**src/rtl/float_divider_seq.sv**
```systemverilog
// Sequential IEEE-754 single-precision divider: restoring mantissa division, one quotient bit per cycle.
// Optional macro FDIV_ROUND_EN adds a guard iteration and round-to-nearest-even; default truncates.
module float_divider_seq (
  input  logic        clk,
  input  logic        rst_n,
  input  logic        start,
  input  logic [31:0] a,
  input  logic [31:0] b,
  output logic [31:0] result,
  output logic        valid,
  output logic        busy,
  output logic        div_by_zero
);

`ifdef FDIV_ROUND_EN
  localparam int NITER = 26;
`else
  localparam int NITER = 25;
`endif

  typedef enum logic [1:0] {IDLE, DIV, NORM, DONE} state_t;
  state_t state_q, state_d;

  logic [4:0]        cnt_q;
  logic [24:0]       rem_q;
  logic [NITER-1:0]  q_q;
  logic [23:0]       mb_q;
  logic signed [9:0] exp_q;
  logic              sign_q;
  logic              spec_q;
  logic              spec_dbz_q;
  logic [31:0]       spec_res_q;

  logic [7:0]  ea, eb;
  logic        a_zero, b_zero, a_inf, b_inf, a_nan, b_nan, special, in_sign;
  logic [31:0] spec_res;
  logic        spec_dbz;

  assign ea      = a[30:23];
  assign eb      = b[30:23];
  assign in_sign = a[31] ^ b[31];
  assign a_zero  = (ea == 8'h00);
  assign b_zero  = (eb == 8'h00);
  assign a_inf   = (ea == 8'hFF) && (a[22:0] == 23'd0);
  assign b_inf   = (eb == 8'hFF) && (b[22:0] == 23'd0);
  assign a_nan   = (ea == 8'hFF) && (a[22:0] != 23'd0);
  assign b_nan   = (eb == 8'hFF) && (b[22:0] != 23'd0);
  assign special = a_zero | b_zero | (ea == 8'hFF) | (eb == 8'hFF);

  always_comb begin
    spec_res = {in_sign, 31'd0};
    spec_dbz = 1'b0;
    if (a_nan || b_nan || (a_zero && b_zero) || (a_inf && b_inf)) begin
      spec_res = 32'h7FC00000;
    end else if (a_inf) begin
      spec_res = {in_sign, 8'hFF, 23'd0};
    end else if (b_zero) begin
      spec_res = {in_sign, 8'hFF, 23'd0};
      spec_dbz = 1'b1;
    end
  end

  logic        last_iter;
  logic        ge;
  logic [23:0] rem_sub;

  assign last_iter = (cnt_q == 5'(NITER - 1));
  assign ge        = (rem_q >= {1'b0, mb_q});
  // After a restoring step the remainder is always below the divisor, so 24 bits hold it.
  assign rem_sub   = ge ? 24'(rem_q - {1'b0, mb_q}) : rem_q[23:0];

  always_comb begin
    state_d = state_q;
    busy    = (state_q != IDLE);
    case (state_q)
      IDLE:    if (start) state_d = special ? DONE : DIV;
      DIV:     if (last_iter) state_d = NORM;
      NORM:    state_d = DONE;
      DONE:    state_d = IDLE;
      default: state_d = IDLE;
    endcase
  end

  logic signed [9:0] norm_exp;
  logic [22:0]       norm_frac;
  logic [31:0]       norm_res;

`ifdef FDIV_ROUND_EN
  logic [23:0]       mant;
  logic              guard, sticky;
  logic [24:0]       mant_r;
  logic signed [9:0] pre_exp;

  always_comb begin
    if (q_q[25]) begin
      mant    = q_q[25:2];
      guard   = q_q[1];
      sticky  = q_q[0] | (rem_q != 25'd0);
      pre_exp = exp_q;
    end else begin
      mant    = q_q[24:1];
      guard   = q_q[0];
      sticky  = (rem_q != 25'd0);
      pre_exp = exp_q - 10'sd1;
    end
    mant_r = {1'b0, mant} + {24'd0, guard & (sticky | mant[0])};
    // Carry out of the mantissa renormalises to 1.0 at the next exponent.
    if (mant_r[24]) begin
      norm_frac = mant_r[23:1];
      norm_exp  = pre_exp + 10'sd1;
    end else begin
      norm_frac = mant_r[22:0];
      norm_exp  = pre_exp;
    end
  end
`else
  always_comb begin
    if (q_q[24]) begin
      norm_frac = q_q[23:1];
      norm_exp  = exp_q;
    end else begin
      norm_frac = q_q[22:0];
      norm_exp  = exp_q - 10'sd1;
    end
  end
`endif

  always_comb begin
    if (norm_exp >= 10'sd255) begin
      norm_res = {sign_q, 8'hFF, 23'd0};
    end else if (norm_exp <= 10'sd0) begin
      norm_res = {sign_q, 31'd0};
    end else begin
      norm_res = {sign_q, norm_exp[7:0], norm_frac};
    end
  end

  always_ff @(posedge clk or negedge rst_n) begin
    if (!rst_n) state_q <= IDLE;
    else        state_q <= state_d;
  end

  always_ff @(posedge clk or negedge rst_n) begin
    if (!rst_n) begin
      cnt_q       <= 5'd0;
      rem_q       <= 25'd0;
      q_q         <= '0;
      mb_q        <= 24'd0;
      exp_q       <= 10'sd0;
      sign_q      <= 1'b0;
      spec_q      <= 1'b0;
      spec_dbz_q  <= 1'b0;
      spec_res_q  <= 32'd0;
      result      <= 32'd0;
      valid       <= 1'b0;
      div_by_zero <= 1'b0;
    end else begin
      valid <= 1'b0;
      case (state_q)
        IDLE: begin
          if (start) begin
            sign_q     <= in_sign;
            spec_q     <= special;
            spec_res_q <= spec_res;
            spec_dbz_q <= spec_dbz;
            rem_q      <= {2'b01, a[22:0]};
            mb_q       <= {1'b1, b[22:0]};
            exp_q      <= $signed({2'b00, ea}) - $signed({2'b00, eb}) + 10'sd127;
            cnt_q      <= 5'd0;
            q_q        <= '0;
          end
        end
        DIV: begin
          q_q   <= {q_q[NITER-2:0], ge};
          rem_q <= {rem_sub, 1'b0};
          cnt_q <= cnt_q + 5'd1;
        end
        NORM: begin
          result      <= norm_res;
          div_by_zero <= 1'b0;
          valid       <= 1'b1;
        end
        DONE: begin
          // Special results were resolved at acceptance and are published on leaving DONE.
          if (spec_q) begin
            result      <= spec_res_q;
            div_by_zero <= spec_dbz_q;
            valid       <= 1'b1;
          end
        end
        default: ;
      endcase
    end
  end

endmodule

```
**config.mk**
```make
export PLATFORM = sky130hd
export DESIGN_NAME = float_divider_seq
export DESIGN_NICKNAME = d
export VERILOG_FILES = /design/src/rtl/float_divider_seq.sv
export SDC_FILE = /design/constraint.sdc
export NUM_CORES = 1
export LEC_CHECK = 0
export ABC_CLOCK_PERIOD_IN_PS = 3100
export CORE_ASPECT_RATIO = 1.2
export CORE_MARGIN = 1.5
export CORE_UTILIZATION = 45
export CTS_BUF_LIST = sky130_fd_sc_hd__clkbuf_16
export DETAILED_ROUTE_END_ITERATION = 10
export GPL_ROUTABILITY_DRIVEN = 0
export PLACE_DENSITY = 0.67
export SLEW_MARGIN = 20
export SYNTH_ARGS = -nofsm -noshare
export SYNTH_HDL_FRONTEND = slang
export SYNTH_SLANG_ARGS = --single-unit
```
**constraint.sdc**
```tcl
create_clock -name clk -period 3.1 [get_ports clk]
set_input_delay 0.31 -clock clk [delete_from_list [all_inputs] [get_ports clk]]
set_output_delay 0.31 -clock clk [all_outputs]
set_load 0.02 [all_outputs]
```
==> reports/results.tsv, run 1 <==
metric	value	unit
outcome	completed	
Via density	5.69	
top sig layer	met4	
min-delay src	mb_q[23]	
post-layout util	55.8	%
clock root buffer	clkbuf_16	
Ys Warns	0	
clock buffer count from CTS	17	
EDFF count, synth	0	
Layout fillers	1656	
Power Dens Cells	1150	mW/mm²
Longest Clk Path Bufs	2	
commonest non-fill, non-tap cells in the layout	131 x dfrtp_1, 100 x clkdlybuf4s50_1, 75 x nand2_1	
Worst path max stage delay	0.42	ns
Met1 Routed Length	8460	µm
Net Sw Power	5100	µW
Worst-Margin Slew	0.668	ns
register-to-register setup slack	0.19	ns
Post-CTS Hold Buffers	1	
setup ws final	0.194	ns
most common cell after layout, fill and taps aside	dfrtp_1	
sum of negative setup slack	0	ns
Final HPWL DP	14800	µm
Tcrit/Tclk final	93.7	%
syn_nets	970	
port bufs	101	
Final min period	2.91	ns
worst-case clock skew	0.00799	ns
site row count	54	
Met3 Wirelength	819	µm
initial DRC count	377	
Max Cap Violations	0	
Crit Path Max Fanout	9	
Layout area overhead	21.9	%
final WL	19800	µm
fin. max-slew vios	0	
Initial Utilization	45.7	%
synthesized flop and latch total	131	
first-pass GRT wire length	32400	µm
Seq pwr share	25.8	%
vias in the first global route	6444	
met2 WL post-DR	9870	µm
sequential fraction of the synthesis area	39.6	%
Pre-antenna DRT Iters	5	
Pint	6520	µW
kind of critical path	flip-flop to flip-flop	
minimum hold slack	0.458	ns
slowest cell on the critical path	a31o_1	
clock power share	15.7	%
RSZ-0062 raised after global routing	no	
R2R Path Start	rem_q[8]	
clock latency on the worst-skew pair	0.42	ns
startpoint class of the critical path	flip-flop	
Cell variety after synth	72	
worst min-delay path class	flip-flop to flip-flop	
final setup violation count	0	
VDD IR max	0.000532	V
ANT cells	0	
Mapped Area	0.00828	mm²
Num Clock Sinks	131	
area leader, netlist	dfrtp_1	
core area	0.0181	mm²
R2R depth	10	
Synth Flop Type	dfrtp_1	
Register Area	0.00328	mm²
Avg Inst Size Synth	9.62	µm²
DRC	0	
Worst R2R End	rem_q[2]	
FMAX	344	MHz
Hold Crit Depth	2	
Die X	127	µm
Final Hold Viols	0	
multi-input logic area	0.00456	mm²
share of post-route cells with drive strength above 1	12.6	%
# H-tree levels	4	
post-CTS sizing	0	
worst endpoint required time	3.44	ns
Slew HR	55.5	%
hold endpoint	mb_q[23]	
Total Routing Usage GR	21.3	%
crit path cell chain	ha_1 > and3_1 > nand4_1 > a211oi_1 > nor3_2 > o21ai_2 > a31o_1 > buf_12 > mux2_4 > o21ai_1	
clock slew seen by the registers of the worst setup and hold paths	0.06	ns
fin nets	1069	
postcts setup bufs	0	
die height	152	µm
Setup crit end kind	flip-flop	
Gate power share	58.5	%
Synth area leaders	dfrtp_1 40%, ha_1 6.0%, mux2i_1 4.8%	
DR vias	6810	
gr ovfl total	0	
largest net degree at the start of global routing	54	
CTS tree	built	
Sw Share	43.9	%
Worst Path Arrival	3.25	ns
Lkg Pwr	0.00439	µW
Synth Instances	861	
DR WL/cell	16.6	µm
FFs w/ async S/R, synth	100	%
Die Area	0.0192	mm²
I/O Pins	102	
Yosys top cell area share	39.6	%
Final ANT Viol Nets	0	
antenna violations before repair	0	
Place WS	0.101	ns
==> metrics by stage <==
| stage | total power, µW | std cells | area [µm²] |
|---|---|---|---|
| finish | 11600 | 1197 | 10100 |
| global route | 12500 | 1197 | 10100 |
| CTS | 11600 | 1197 | 10100 |
| detailed placement | 9770 | 1164 | 9550 |
| global placement | 9700 | 1164 | 9550 |
| floorplan | 8020 | 861 | 8280 |
==> worst max-delay path, delay by kind of cell (launching register included) <==
family | cells | cell delay (ns)
adders and majority gates | 1 | 0.38
muxes | 1 | 0.30
and+or+nand+nor | 3 | 0.54
DFF | 1 | 0.40
AOI/OAI and AO/OA | 4 | 1.01
buffers and inverters | 1 | 0.20
==> cell type report <==
type | instances | share of cell area [%]
inverter | 52 | 1.93
tap | 224 | 2.78
clock inverter | 15 | 1.07
multi-input combinational | 629 | 45.2
sequential | 131 | 32.5
timing repair buffer | 129 | 12.3
clock buffer | 17 | 4.21
==> cells by family (layout without fill, tap and decap cells) <==
| kind of cell | count (synthesis) | count (layout) | share of synthesized area (%) |
|---|---|---|---|
| DFF | 131 | 131 | 39.6 |
| adders and majority gates | 42 | 42 | 6.53 |
| and+or+nand+nor | 229 | 229 | 14.5 |
| muxes | 67 | 67 | 8.60 |
| xor gates and xnor gates | 46 | 46 | 4.86 |
| buffers and inverters | 101 | 213 | 5.35 |
| AOI/OAI and AO/OA | 245 | 245 | 20.6 |
==> worst max-delay path by stage <==
stage / start / end / slack, ns / depth (start not counted)
after detailed placement: b[23] / exp_q[7] / 0.10 / 11
after global placement: b[23] / exp_q[7] / 0.14 / 11
final: rem_q[8] / rem_q[2] / 0.19 / 10
after CTS: rem_q[8] / rem_q[2] / 0.18 / 10
after global routing: rem_q[8] / rem_q[2] / 0.02 / 10
after floorplan: exp_q[0] / result[25] / 0.50 / 12
==> synthesized netlist by cell type (all sizes together), types with 6 or more instances <==
cell / instances
dfrtp: 131
o21ai: 83
nand2: 76
inv: 52
a21oi: 45
ha: 40
mux2i: 40
nor2: 38
xnor2: 29
mux2: 27
a22o: 26
buf: 25
clkbuf: 24
a21o: 18
nor3: 18
xor2: 17
nor4: 16
nor3b: 12
nand3: 11
nand4: 11
a31oi: 8
a211oi: 7
nor2b: 7
o21a: 7
and2: 6
and3: 6
==> state kept, by name, summed over array words and instances (netlist names), 2 cells and up <==
signal and count:
result 32, state_q 2, q_q 25, exp_q 10, rem_q 25, mb_q 24
cnt_q 5, spec_res_q 3
==> power by group through the flow <==
stage | sequential (µW) | clock (µW) | combinational (µW)
floorplan | 2960 | 0 | 5060
global placement | 3000 | 0 | 6710
detailed placement | 3020 | 0 | 6750
CTS | 2990 | 1860 | 6790
global route | 3100 | 1950 | 7490
finish | 2990 | 1830 | 6800
==> layer usage <==
| metal | global-route usage, % | up-vias |
|---|---|---|
| li1 | - | 3325 |
| met1 | 25.3 | 3245 |
| met2 | 37.4 | 197 |
| met3 | 3.97 | 43 |
| met4 | 10.1 | 0 |
| met5 | 0 | - |
No activity file was read; power rests on OpenSTA's default activity.
==> run 2: changes to the inputs <==
Settings changed: CTS_BUF_LIST sky130_fd_sc_hd__clkbuf_16 to unset.
==> run 2 against run 1 <==
Against the previous run:
- first-iteration DRC count fell by 4.5%
- sequential share of layout area fell by 0.064 points
- worst hold slack got worse by 0.0012 ns
- global-route usage barely moved
- largest power group unchanged
==> reports/results.tsv, run 2 (synthesized netlist as in run 1, its figures left out) <==
metric	value	unit	change
most common cell after layout, fill and taps aside	dfrtp_1		
clock slew seen by the registers of the worst setup and hold paths	0.06	ns	about the same
Register Area	0.00328	mm²	unchanged
Final min period	2.93	ns	+0.0251 ns
fin. max-slew vios	0		unchanged
Worst Path Arrival	3.27	ns	+0.02 ns
Lkg Pwr	0.00440	µW	+0.16%
max FFs per register	32		unchanged
Final ANT Viol Nets	0		unchanged
clock power share	16.1	%	+0.4 points
core area	0.0181	mm²	unchanged
clock root buffer	clkbuf_16		
Layout area overhead	22.1	%	
startpoint class of the critical path	flip-flop		
Longest Clk Path Bufs	2		unchanged
I/O Pins	102		unchanged
Pre-antenna DRT Iters	5		unchanged
Tcrit/Tclk final	94.5	%	+0.81 points
largest reg by FF count	result		
Setup crit end kind	flip-flop		
Initial Utilization	45.7	%	unchanged
DR vias	6781		-0.43%
gr ovfl total	0		unchanged
outcome	completed		
share of post-route cells with drive strength above 1	12.8	%	+0.21 points
Total Routing Usage GR	21.3	%	about the same
Seq pwr share	25.7	%	about the same
Layout fillers	1652		-0.24%
largest net degree at the start of global routing	54		unchanged
clock latency on the worst-skew pair	0.42	ns	about the same
Num Clock Sinks	131		unchanged
commonest non-fill, non-tap cells in the layout	131 x dfrtp_1, 100 x clkdlybuf4s50_1, 75 x nand2_1		
kind of critical path	flip-flop to flip-flop		
Post-DP Area	0.00955	mm²	unchanged
clock buffer count from CTS	17		unchanged
initial DRC count	360		-4.5%
Design Power	11700	µW	+0.50%
worst-case clock skew	0.00911	ns	+0.00112 ns
sum of negative setup slack	0	ns	unchanged
vias in the first global route	6456		+0.19%
# H-tree levels	4		unchanged
Die X	127	µm	unchanged
antenna violations before repair	0		unchanged
die height	152	µm	unchanged
Max Cap Violations	0		unchanged
Power Dens Cells	1150	mW/mm²	+0.30%
post-layout util	55.9	%	+0.11 points
final setup violation count	0		unchanged
Sw Share	43.7	%	-0.17 points
ANT cells	0		unchanged
Largest regs	result (32), q_q (25), rem_q (25)		
Gate power share	58.2	%	-0.3 points
worst min-delay path class	flip-flop to flip-flop		
post-route cell area	0.0101	mm²	+0.20%
CTS tree	built		
Net Sw Power	5110	µW	+0.10%
Final HPWL DP	14800	µm	unchanged
port bufs	101		unchanged
Final Hold Viols	0		unchanged
first-pass GRT wire length	32500	µm	about the same
Worst-Margin Slew	0.665	ns	-0.00309 ns
worst endpoint required time	3.44	ns	about the same
Slew HR	55.7	%	+0.21 points
Pint	6570	µW	+0.81%
Crit Path Max Fanout	9		unchanged
DR WL/cell	16.5	µm	-0.13%
VDD IR max	0.000531	V	-0.16%
final WL	19800	µm	-0.13%
Via density	5.66		-0.43%
multi-input logic area	0.00456	mm²	unchanged
fin nets	1069		unchanged
FMAX	341	MHz	-0.86%
site row count	54		unchanged
RSZ-0062 raised after global routing	no		
post-CTS sizing	0		unchanged
Die Area	0.0192	mm²	unchanged
DRC	0		unchanged
minimum hold slack	0.457	ns	-0.00122 ns
[run 2: cell count changes in the layout (fill, tap and decap cells not counted), sizes merged]
cell	previous run	this run
inv	58	57
clkbuf	17	20
clkinv	6	4
[run 2: final cells by class]
type,count,area share (%)
clock buffer,20,4.51
multi-input combinational,629,45.1
sequential,131,32.4
clock inverter,12,0.952
tap,224,2.77
timing repair buffer,129,12.3
inverter,52,1.93
[run 2: layer usage]
metal	part of all wire (%)	global-route usage (%)
met4	3.3	9.94
met3	4.0	3.86
met1	43	25.3
met5	0	0
met2	50	37.6
[run 2: path summary, 6_finish.rpt]
| check | startpoint | end | slack, ns | depth (start not counted) |
|---|---|---|---|---|
| max in group asynchronous | rst_n | rem_q[23] | 1.78 | 3 |
| min in group asynchronous | rst_n | q_q[14] | 0.47 | 2 |
| worst max register to register | rem_q[8] | rem_q[2] | 0.17 | 10 |
| worst min register to register | mb_q[23] | mb_q[23] | 0.46 | 2 |
| worst min-delay path | mb_q[23] | mb_q[23] | 0.46 | 2 |
| worst max-delay path | rem_q[8] | rem_q[2] | 0.17 | 10 |
[run 2: worst max-delay path: stages, from the launching register on]
cell	delay, ns
dfrtp_1	0.40
ha_1	0.38
and3_1	0.23
nand4_1	0.19
a211oi_1	0.33
nor3_2	0.12
o21ai_2	0.15
a31o_1	0.43
buf_12	0.20
mux2_4	0.30
o21ai_1	0.12
[run 2: power groups by stage]
stage	Clock [µW]	Combinational, µW	Sequential, µW
floorplan	0	5060	2960
global placement	0	6710	3000
detailed placement	0	6750	3020
CTS	1910	6790	2990
global route	2010	7490	3100
finish	1880	6800	3000
[run 2: stage by stage]
| stage | setup slack (ns) | cells |
|---|---|---|
| finish | 0.169 | 1197 |
| global route | 0.0196 | 1197 |
| CTS | 0.177 | 1197 |
| detailed placement | 0.101 | 1164 |
| global placement | 0.145 | 1164 |
| floorplan | 0.498 | 861 |
[run 2: what timing repair did]
item,CTS,global route
setup buffers,0,0
hold buffers,1,0
hold endpoints to repair,49,0
